==> config.mk <==
export PLATFORM = sky130hd
export DESIGN_NAME = mic_level_meter
export DESIGN_NICKNAME = d
export VERILOG_FILES = /design/src/rtl/mic_level_meter.sv
export SDC_FILE = /design/constraint.sdc
export NUM_CORES = 1
export LEC_CHECK = 0
export CORE_ASPECT_RATIO = 0.6
export CORE_MARGIN = 5
export CORE_UTILIZATION = 55
export DETAILED_ROUTE_END_ITERATION = 12
export DONT_BUFFER_PORTS = 1
export PLACE_DENSITY = 0.67
export SYNTH_ARGS = -nofsm -noshare
export SYNTH_HDL_FRONTEND = slang
export SYNTH_SLANG_ARGS = --single-unit
export TNS_END_PERCENT = 20
==> constraint.sdc <==
create_clock -name clk -period 8.16 [get_ports clk]
set_clock_uncertainty 0.2 [all_clocks]
set_input_delay 0.816 -clock clk [delete_from_list [all_inputs] [get_ports clk]]
set_output_delay 0.816 -clock clk [all_outputs]
set_load 0.01 [all_outputs]
==> src/rtl/mic_level_meter.sv <==
// Microphone level meter: paces ADC conversions and turns each returned sample
// into a thermometer bar, with peak-hold/decay and sticky overrun detection.
`timescale 1ns/1ps
module mic_level_meter #(
  parameter int SAMPLE_DIV   = 2500,
  parameter int ADC_W        = 10,
  parameter int SEGMENTS     = 8,
  parameter int THRESH_BASE  = 'h1FF,
  parameter int THRESH_STEP  = 'h040,
  parameter int HOLD_SAMPLES = 4000,
  parameter int DECAY_STEP   = 1
) (
  input  logic                clk,
  input  logic                rst,
  input  logic                enable,
  input  logic                mode,
  output logic                conv_start,
  input  logic                conv_done,
  input  logic [ADC_W-1:0]    conv_data,
  output logic [SEGMENTS-1:0] level,
  output logic                level_valid,
  output logic [ADC_W-1:0]    sample,
  output logic [ADC_W-1:0]    peak,
  output logic                overrun
);
  localparam int CNT_W  = $clog2(SAMPLE_DIV);
  localparam int HOLD_W = (HOLD_SAMPLES > 0) ? $clog2(HOLD_SAMPLES + 1) : 1;
  localparam int CMP_W  = ADC_W + $clog2(SEGMENTS) + 1;

  typedef enum logic {S_IDLE, S_WAIT} state_t;

  state_t              state;
  logic [CNT_W-1:0]    tick_cnt;
  logic                tick;
  logic [HOLD_W-1:0]   hold_cnt, hold_nxt;
  logic [ADC_W-1:0]    peak_nxt, peak_dec, bar_val;
  logic [SEGMENTS-1:0] bar;

  assign tick = enable && (tick_cnt == CNT_W'(SAMPLE_DIV - 1));

  always_ff @(posedge clk or posedge rst) begin
    if (rst)                 tick_cnt <= '0;
    else if (!enable || tick) tick_cnt <= '0;
    else                     tick_cnt <= tick_cnt + 1'b1;
  end

  // Peak-hold next state, evaluated against the sample arriving this cycle.
  always_comb begin
    peak_dec = (int'(peak) >= DECAY_STEP) ? peak - ADC_W'(DECAY_STEP) : '0;
    peak_nxt = peak;
    hold_nxt = hold_cnt;
    if (conv_data >= peak) begin
      peak_nxt = conv_data;
      hold_nxt = HOLD_W'(HOLD_SAMPLES);
    end else if (hold_cnt != '0) begin
      hold_nxt = hold_cnt - 1'b1;
    end else begin
      peak_nxt = (conv_data > peak_dec) ? conv_data : peak_dec;
    end
    bar_val = mode ? peak_nxt : conv_data;
  end

  // Thresholds are widened so the top segments cannot wrap around and light early.
  for (genvar i = 0; i < SEGMENTS; i++) begin : g_seg
    localparam logic [CMP_W-1:0] THR = CMP_W'(THRESH_BASE + i * THRESH_STEP);
    assign bar[i] = (CMP_W'(bar_val) >= THR);
  end

  always_ff @(posedge clk or posedge rst) begin
    if (rst) begin
      state       <= S_IDLE;
      conv_start  <= 1'b0;
      level_valid <= 1'b0;
      level       <= '0;
      sample      <= '0;
      peak        <= '0;
      hold_cnt    <= '0;
      overrun     <= 1'b0;
    end else begin
      conv_start  <= 1'b0;
      level_valid <= 1'b0;
      case (state)
        S_IDLE: begin
          if (tick) begin
            conv_start <= 1'b1;
            state      <= S_WAIT;
          end
        end
        S_WAIT: begin
          if (conv_done) begin
            sample      <= conv_data;
            peak        <= peak_nxt;
            hold_cnt    <= hold_nxt;
            level       <= bar;
            level_valid <= 1'b1;
            state       <= S_IDLE;
          end else if (tick) begin
            overrun <= 1'b1;
          end
        end
        default: state <= S_IDLE;
      endcase
    end
  end
endmodule

Word level (Yosys, flattened, before mapping)
Index checks and enable logic that the tools add are counted.

Add/sub/neg operators: 3. Multiply operators: 0. Divide/modulo/power cells: 0. $lt $le $gt $ge: 11. Eq/ne operators: 1. Shift operators: 0. Multiplexer cells: 14. Bitwise logic cells: 2. Reduce and logical (&&, ||, !) cells: 8.

Operators by type and width (number): 10-bit >= comparator, second input constant (7); 10-bit 2-to-1 mux (5); 12-bit 2-to-1 mux (3); 12-bit by 1-bit adder with 12-bit output, second input constant (1); 12-bit == test, second input constant (1); 12-bit nonzero test (1); 12-bit by 1-bit subtractor with 12-bit output, second input constant (1); 10-bit by 1-bit >= comparator with 1-bit output, second input constant (1); 10-bit >= comparator (1); 10-bit by 9-bit >= comparator with 1-bit output, second input constant (1); 10-bit > comparator (1); 10-bit by 1-bit subtractor with 10-bit output, second input constant (1); 3-bit AND reduction (2); 1-bit 2-to-1 mux (5); 1-bit NOT (2); 1-bit case mux with 2 select lines (1); 2-bit AND reduction (1); 2-bit nonzero test (1); 1-bit logical AND (1); 1-bit zero test (1); 1-bit logical OR (1).

Register bits after elaboration: 56. Latch bits: 0. Bits in writable memories: 0. Bits in read-only memories: 0. Output and inout bits: 31. Logic and storage cells: 48. Memories kept: 0.

Longest topological paths before layout
Gate-level depths: netlist of the first run.

Depth in word-level cells: 8. Depth in mapped cells: 16.

Worst setup path after synthesis of the first run
No wires, ideal clock.

Kind: register to register. Start point: register peak[0]. End point: register level[1]. Library setup time: 124 ps. Arrival: 4049 ps. Slack: 3788 ps. Cell stages (with the launch flop): 17. Path buffers: 0. Clock period less this slack: 4372 ps. Cell sequence: dfrtp_1 -> inv_1 -> ha_1 -> or4b_1 -> nor4_1 -> a21oi_1 -> inv_1 -> ha_1 -> a21o_1 -> a21o_1 -> a2111o_1 -> and3_1 -> nor2b_1 -> mux2i_1 -> nand2_1 -> o31ai_1 -> nand2_1.

Word-level cells in the longest chain between the ends: 8. Elaborated cells on any way between the ends: 10. Classes of those cells: add/sub (1); order compare (4); mux (5).

RTL lines: start: declaration (line 23) `output logic [ADC_W-1:0] peak,`; start signal: assignment (line 92) `peak <= peak_nxt;`; 10-bit by 1-bit subtractor with 10-bit output or 10-bit by 1-bit >= comparator with 1-bit output (tied branches) (line 49) `peak_dec = (int'(peak) >= DECAY_STEP) ? peak - ADC_W'(DECAY_STEP) : '0;`; 10-bit 2-to-1 mux (line 49); 10-bit > comparator (line 58) `peak_nxt = (conv_data > peak_dec) ? conv_data : peak_dec;`; 10-bit 2-to-1 mux (line 58); 10-bit 2-to-1 mux (line 55) `end else if (hold_cnt != '0) begin`; 10-bit 2-to-1 mux * (line 52) `if (conv_data >= peak) begin`; 10-bit 2-to-1 mux * (line 60) `bar_val = mode ? peak_nxt : conv_data;`; 10-bit >= comparator * (line 66) `assign bar[i] = (CMP_W'(bar_val) >= THR);`; end signal: assignment (line 94) `level <= bar;`; end: declaration (line 20) `output logic [SEGMENTS-1:0] level,`.

Every way passes the cells marked *; elsewhere a longest branch is shown, timed or not. A chain may end at the register's enable or synchronous reset.

Worst setup path after layout of the first run
Ends and elaborated chain as after synthesis.

==> metrics, run 1 <==
status=completed; max frequency=190 MHz; Std-Cell Rows=22; crit path DAT=5270 ps; CP Capture Type=flip-flop; DIE WIDTH=113 um; # hold bufs at CTS=0; Slew @ Worst Pin=737 ps; Die Area=8150 sq um; syn nets=434; Final setup viols=0; htree depth=2; WP data required=8180 ps; vias per cell=6.31; total congestion overflow=0; Skew-Pair Late Insertion Delay=320 ps; Filler cells=556; DP Cell Count=471; final non-filler cell total=480; Port Buf Inserts=0; Psw=129 uW; DR vias=3,029; Yosys reg bits=56; part of the power in registers=54.2%; PD cells=140 nW/um^2; Detail Route Antenna Nets=0; DIE HEIGHT=71.9 um; Layout Nets=433; Crit Path Category=flip-flop to flip-flop; Synth Instances=395; Async SR Flop Fraction=100%; Comb pwr share=9.8%; clock tree root driver cell=clkbuf_8; DR WL/cell=19.6 um; post-cts sizing count=0; Initial Util=57.0%; CP max FO=10; Clock transition at path regs=100 ps; post-synthesis cell type count=62; total negative setup slack=0 ps; Top FF cell, synth=dfrtp_1; met1 Usage GRT=36.4%; CTS Buf Count=5; DRT iter0 DRCs=372; Final Hold Fails=0; drt total wl=9.42 mm; Clock Path Buffers=2; GR Util met2=29.1%; postcts setup bufs=0; Ys Warns=0; initial antenna violation count=0; Cell Area, Synth=3520 sq um; Finished Core Util=59.9%; max cap viols=0; global-route wire length before repair=14.9 mm; first-pass iteration count of the detailed router=5; Sink Count=56; Mean Syn Cell Area=8.90 sq um; largest net degree at the start of global routing=37; final slew viol count=0; grt met3 use=9.42%; Leakage=0.00172 uW; Boundary Pins=46; clock power share=36.0%; CP startpoint kind=flip-flop; CTS tree=yes; gr busiest metal=met1; Net Sw Frac=25.0%; RSZ-0062 raised after global routing=false; fin crit share=64.4%; Total GRT Usage=23.3%; vias in the first global route=2,822; P_int=387 uW; Max-slew headroom=50.4%; hpwl dp=7.11 mm; crit path time final=5260 ps; hold crit path type=input port to async pin; maximum vdd drop=0.0761 mV; Core Area=6170 sq um; DRC errors left=0; share of cells above drive strength 1=7.34%; Pwr Total=516 uW; Placer Congestion=0.992; Area growth, synth to finish=4.98%; EDFF count, synth=0; sequential area share after synthesis=39.8%
-- state kept, by name, indices dropped and copies added, names as in the netlist, 8 cells and up --
register	count
hold_cnt	12
level	8
peak	10
sample	10
tick_cnt	12
-- power by group through the flow --
| stage | Clock (uW) | Combinational, uW | Sequential, uW |
|---|---|---|---|
| finish | 186 | 50.5 | 280 |
| global route | 201 | 55.6 | 280 |
| CTS | 190 | 49.7 | 280 |
| detailed placement | 0 | 49.2 | 285 |
| global placement | 0 | 48.6 | 285 |
| floorplan | 0 | 38.2 | 285 |
-- Yosys cell counts (4+ instances only) --
cell	n	area (sq um)
o21ai_0	14	70.1
o31ai_1	6	45.0
a21oi_1	17	85.1
o21ai_1	6	30.0
and3_1	7	43.8
xnor2_1	12	105
nand3_1	11	55.1
nand2_1	68	255
inv_1	20	75.1
nor2_1	41	154
ha_1	24	300
clkbuf_1	5	18.8
xor2_1	10	87.6
nor3_1	11	55.1
nand4_1	5	31.3
a31oi_1	4	25.0
dfrtp_1	56	1400
o211ai_1	4	30.0
nor4_1	5	31.3
-- metrics by stage --
step | setup WS [ps] | cell area, sq um | hold WS (ps)
CTS | 3030 | 3690 | 173
detailed placement | 3080 | 3580 | 260
global route | 2590 | 3690 | 189
floorplan | 3790 | 3520 | 242
global placement | 3290 | 3580 | 264
finish | 2900 | 3690 | 163
-- worst max-delay path: stages (launching register included) --
cell	delay [ps]
dfrtp_1	580
inv_1	160
ha_1	230
or4b_1	520
nor4_1	650
a21oi_1	100
inv_1	120
ha_1	240
a21o_1	180
a21o_1	180
a2111o_1	440
and3_1	230
nor2b_1	330
mux2i_1	460
nand2_1	140
o31ai_1	290
nand2_1	80
-- area by class of cell --
cell class / count / area, sq um / area share, %
timing repair buffer: 2 / 15.0 / 0.407
tap: 84 / 105 / 2.85
sequential: 56 / 1400 / 38.0
inverter: 20 / 75.1 / 2.03
clock inverter: 2 / 35.0 / 0.949
antenna: 1 / 2.50 / 0.0678
multi-input combinational: 309 / 1990 / 53.8
clock buffer: 6 / 72.6 / 1.97
-- logic make-up (layout without fill, tap and decap cells) --
family                     after synthesis  count (layout)  synth area share, %
other                                    0               1                    0
adders and majority gates               24              24                 8.54
and+or+nand+nor                        174             174                 24.3
xor gates and xnor gates                22              22                 5.48
AOI/OAI and AO/OA                       86              86                 17.3
DFF                                     56              56                 39.8
muxes                                    3               3                0.889
buffers and inverters                   30              30                 3.70
-- layout by cell type (no fill, tap or decap), drive strengths merged, types with 5 or more instances in the layout --
cell type and count:
a21oi 18, and3 7, clkbuf 6, dfrtp 56, ha 24, inv 20
nand2 68, nand3 11, nand4 5, nor2 42, nor3 14, nor4 6
o21ai 21, o31ai 8, xnor2 12, xor2 10
-- per-layer routing --
metal	vias up	routed length, um	part of all wire [%]
met5	-	0	0
met3	25	1320	14
met1	1418	4520	48
met2	185	3450	37
li1	1401	-	-
met4	0	136	1.4
-- path summary, 6_finish.rpt --
kind	startpoint	endpoint	slack [ps]	cells past startpoint
max	peak[0]$_DFFE_PP0P_	level[1]$_DFFE_PP0P_	2900	16
min	rst	conv_start$_DFF_PP0_	160	1
max reg2reg	peak[0]$_DFFE_PP0P_	level[1]$_DFFE_PP0P_	2900	16
min reg2reg	state$_DFF_PP0_	conv_start$_DFF_PP0_	290	1
max in group asynchronous	rst	sample[6]$_DFFE_PP0P_	6790	2
min in group clk	state$_DFF_PP0_	conv_start$_DFF_PP0_	290	1
No activity file was read; power rests on OpenSTA's default activity.
==> inputs of run 2 (changes only) <==
==> constraint.sdc (replaced) <==
create_clock -name clk -period 5.1 [get_ports clk]
set_clock_uncertainty 0.2 [all_clocks]
set_input_delay 0.51 -clock clk [delete_from_list [all_inputs] [get_ports clk]]
set_output_delay 0.51 -clock clk [all_outputs]
set_load 0.01 [all_outputs]
==> run 2 against run 1 <==
Final area is 0.95% higher. Via count decreased by 0.83%. Flip-flop and latch count unchanged. Count of clock-buffer cells in the layout is 1 lower.
==> metrics, run 2 (synthesis results as in run 1) <==
status=completed (unchanged); Leakage=0.00175 uW (was 0.00172 uW); DR vias=3,004 (was 3,029); crit path DAT=4770 ps (was 5270 ps); slowest stage cell, crit path=a221oi_2 (was nor4_1); Clock Path Buffers=2 (unchanged); max incr delay on CP=590 ps (was 650 ps); vias in the first global route=2,813 (was 2,822); total congestion overflow=0 (unchanged); DR WL/cell=18.9 um (was 19.6 um); worst hold stages=2; Filler cells=551 (was 556); CP startpoint kind=flip-flop (unchanged); Critical path origin=peak[1]$_DFFE_PP0P_ (was peak[0]$_DFFE_PP0P_); crit path time final=4770 ps (was 5260 ps); first-pass iteration count of the detailed router=7 (was 5); final slew viol count=0 (unchanged); DIE WIDTH=113 um (unchanged); Area growth, synth to finish=5.98% (was 4.98%); drt total wl=9.18 mm (was 9.42 mm); vias per cell=6.19 (was 6.31); Initial Util=57.0% (unchanged); Placer Congestion=0.987 (was 0.992); worst reg2reg endpoint=level[1]$_DFFE_PP0P_ (unchanged); hold crit path type=input port to flip-flop (was input port to async pin); Slew @ Worst Pin=745 ps (was 737 ps); largest net degree at the start of global routing=30 (was 37); Crit Path Category=flip-flop to flip-flop (unchanged); share of cells above drive strength 1=9.23% (was 7.34%); DIE HEIGHT=71.9 um (unchanged); global-route wire length before repair=15.1 mm (was 14.9 mm); Boundary Pins=46 (unchanged); Final Hold Fails=0 (unchanged); Detail Route Antenna Nets=0 (unchanged); CTS Buf Count=5 (unchanged); max cap viols=0 (unchanged); commonest non-fill, non-tap cell in the layout=nand2_1 (unchanged); Layout Nets=439 (was 433); Port Buf Inserts=0 (unchanged); WHS Endpoint=sample[2]$_DFFE_PP0P_; Final setup viols=0 (unchanged); maximum vdd drop=0.126 mV (was 0.0761 mV); PD cells=210 nW/um^2 (was 140 nW/um^2); reg-to-reg startpoint=peak[1]$_DFFE_PP0P_ (was peak[0]$_DFFE_PP0P_); Die Area=8150 sq um (unchanged); Regs by FF count=hold_cnt x12, tick_cnt x12 (unchanged); WP data required=5100 ps (was 8180 ps); fin crit share=93.5% (was 64.4%); max frequency=210 MHz (was 190 MHz); diode count=0 (was 1); initial antenna violation count=0 (unchanged); clock tree root driver cell=clkbuf_8 (unchanged); DRT iter0 DRCs=344 (was 372); final hold slack=99.6 ps (was 163 ps); R2R cell count=15 (was 16); CP Capture Type=flip-flop (unchanged); Total GRT Usage=23.4% (was 23.3%); htree depth=2 (unchanged); CTS tree=yes (unchanged); Sink Count=56 (unchanged); Clock transition at path regs=100 ps (about the same); hpwl dp=7.08 mm (was 7.11 mm); CP max FO=8 (was 10); most frequent cells in the layout=68 x nand2_1, 56 x dfrtp_1, 41 x nor2_1 (unchanged); RSZ-0062 raised after global routing=false (unchanged); Std-Cell Rows=22 (unchanged); Min-Delay Startpoint=conv_data[2]; Core Area=6170 sq um (unchanged); worst path cell trace=inv_1 > ha_1 > or4b_1 > or4_1 > a21oi_1 > ha_1 > nand4_1 > a211oi_1 > a2111o_1 > nand2_1 > o21ai_2 > a221oi_2 > nor4_4 > o31ai_1 > nand2_1 (was inv_1 > ha_1 > or4b_1 > nor4_1 > a21oi_1 > inv_1 > ha_1 > a21o_1 > a21o_1 > a2111o_1 > and3_1 > nor2b_1 > mux2i_1 > nand2_1 > o31ai_1 > nand2_1); DRC errors left=0 (unchanged); Finished Core Util=60.5% (was 59.9%); reg-to-reg setup timing slack=330 ps (was 2900 ps); Max-slew headroom=50.2% (was 50.4%); Skew-Pair Late Insertion Delay=310 ps (was 320 ps); total negative setup slack=0 ps (unchanged)
==> run 2: final cells by class <==
type                    instances  area [sq um]  area share, %
flip-flops and latches         56          1400           37.6
clock buffers                   5          68.8           1.85
multi-input cells             309          1990           53.4
repair buffers                  8          62.6           1.68
clock inverters                 3          22.5          0.604
well taps                      84           105           2.82
inverters                      20          75.1           2.01
==> run 2: how the worst max path moves through the flow <==
| stage | to | slack (ps) | cells after the start |
|---|---|---|---|
| 6_report | level[1]$_DFFE_PP0P_ | 330 | 15 |
| 5_1_grt | level[1]$_DFFE_PP0P_ | 7 | 16 |
| 4_1_cts | level[1]$_DFFE_PP0P_ | 320 | 15 |
| 3_5_place_dp | level[1]$_DFFE_PP0P_ | 320 | 15 |
| 3_3_place_gp | level[1]$_DFFE_PP0P_ | 500 | 17 |
| 2_1_floorplan | level[1]$_DFFE_PP0P_ | 730 | 16 |
==> run 2: what timing repair did <==
action	4_1_cts	5_1_grt
hold buffers	1	0
buffers inserted	0	0
setup endpoints to repair	0	4
resized for setup	0	2
hold endpoints to repair	27	0
==> run 2: critical path, delay by kind of cell (launching register included) <==
| family | cells | cell delay, ps |
|---|---|---|
| compound gates | 6 | 1820 |
| fa+ha+maj | 2 | 550 |
| buf+inv | 1 | 160 |
| flops | 1 | 480 |
| simple gates | 6 | 1460 |
==> run 2: report_power, final <==
group | switching, uW | leakage (uW) | internal (uW) | total [uW]
clock | 153 | 0.0000485 | 98.9 | 252
sequential | 2.20 | 0.000759 | 446 | 448
combinational | 53.8 | 0.000939 | 29.4 | 83.2
total | 209 | 0.00175 | 574 | 783
==> run 2: stage by stage <==
step / setup WS [ps] / power [uW] / cell area, sq um / cells
floorplan: 728 / 517 / 3520 / 395
global placement: 496 / 535 / 3620 / 476
detailed placement: 322 / 536 / 3620 / 476
CTS: 324 / 789 / 3720 / 485
global route: 6.64 / 825 / 3730 / 485
finish: 330 / 783 / 3730 / 485
==> run 2: layer usage <==
layer	vias to the layer above	wire length [um]	track usage [%]
li1	1411	-	-
met1	1419	4520	36.9
met2	170	3280	28.6
met3	4	1320	10.8
met4	0	60	4.13
met5	-	0	0
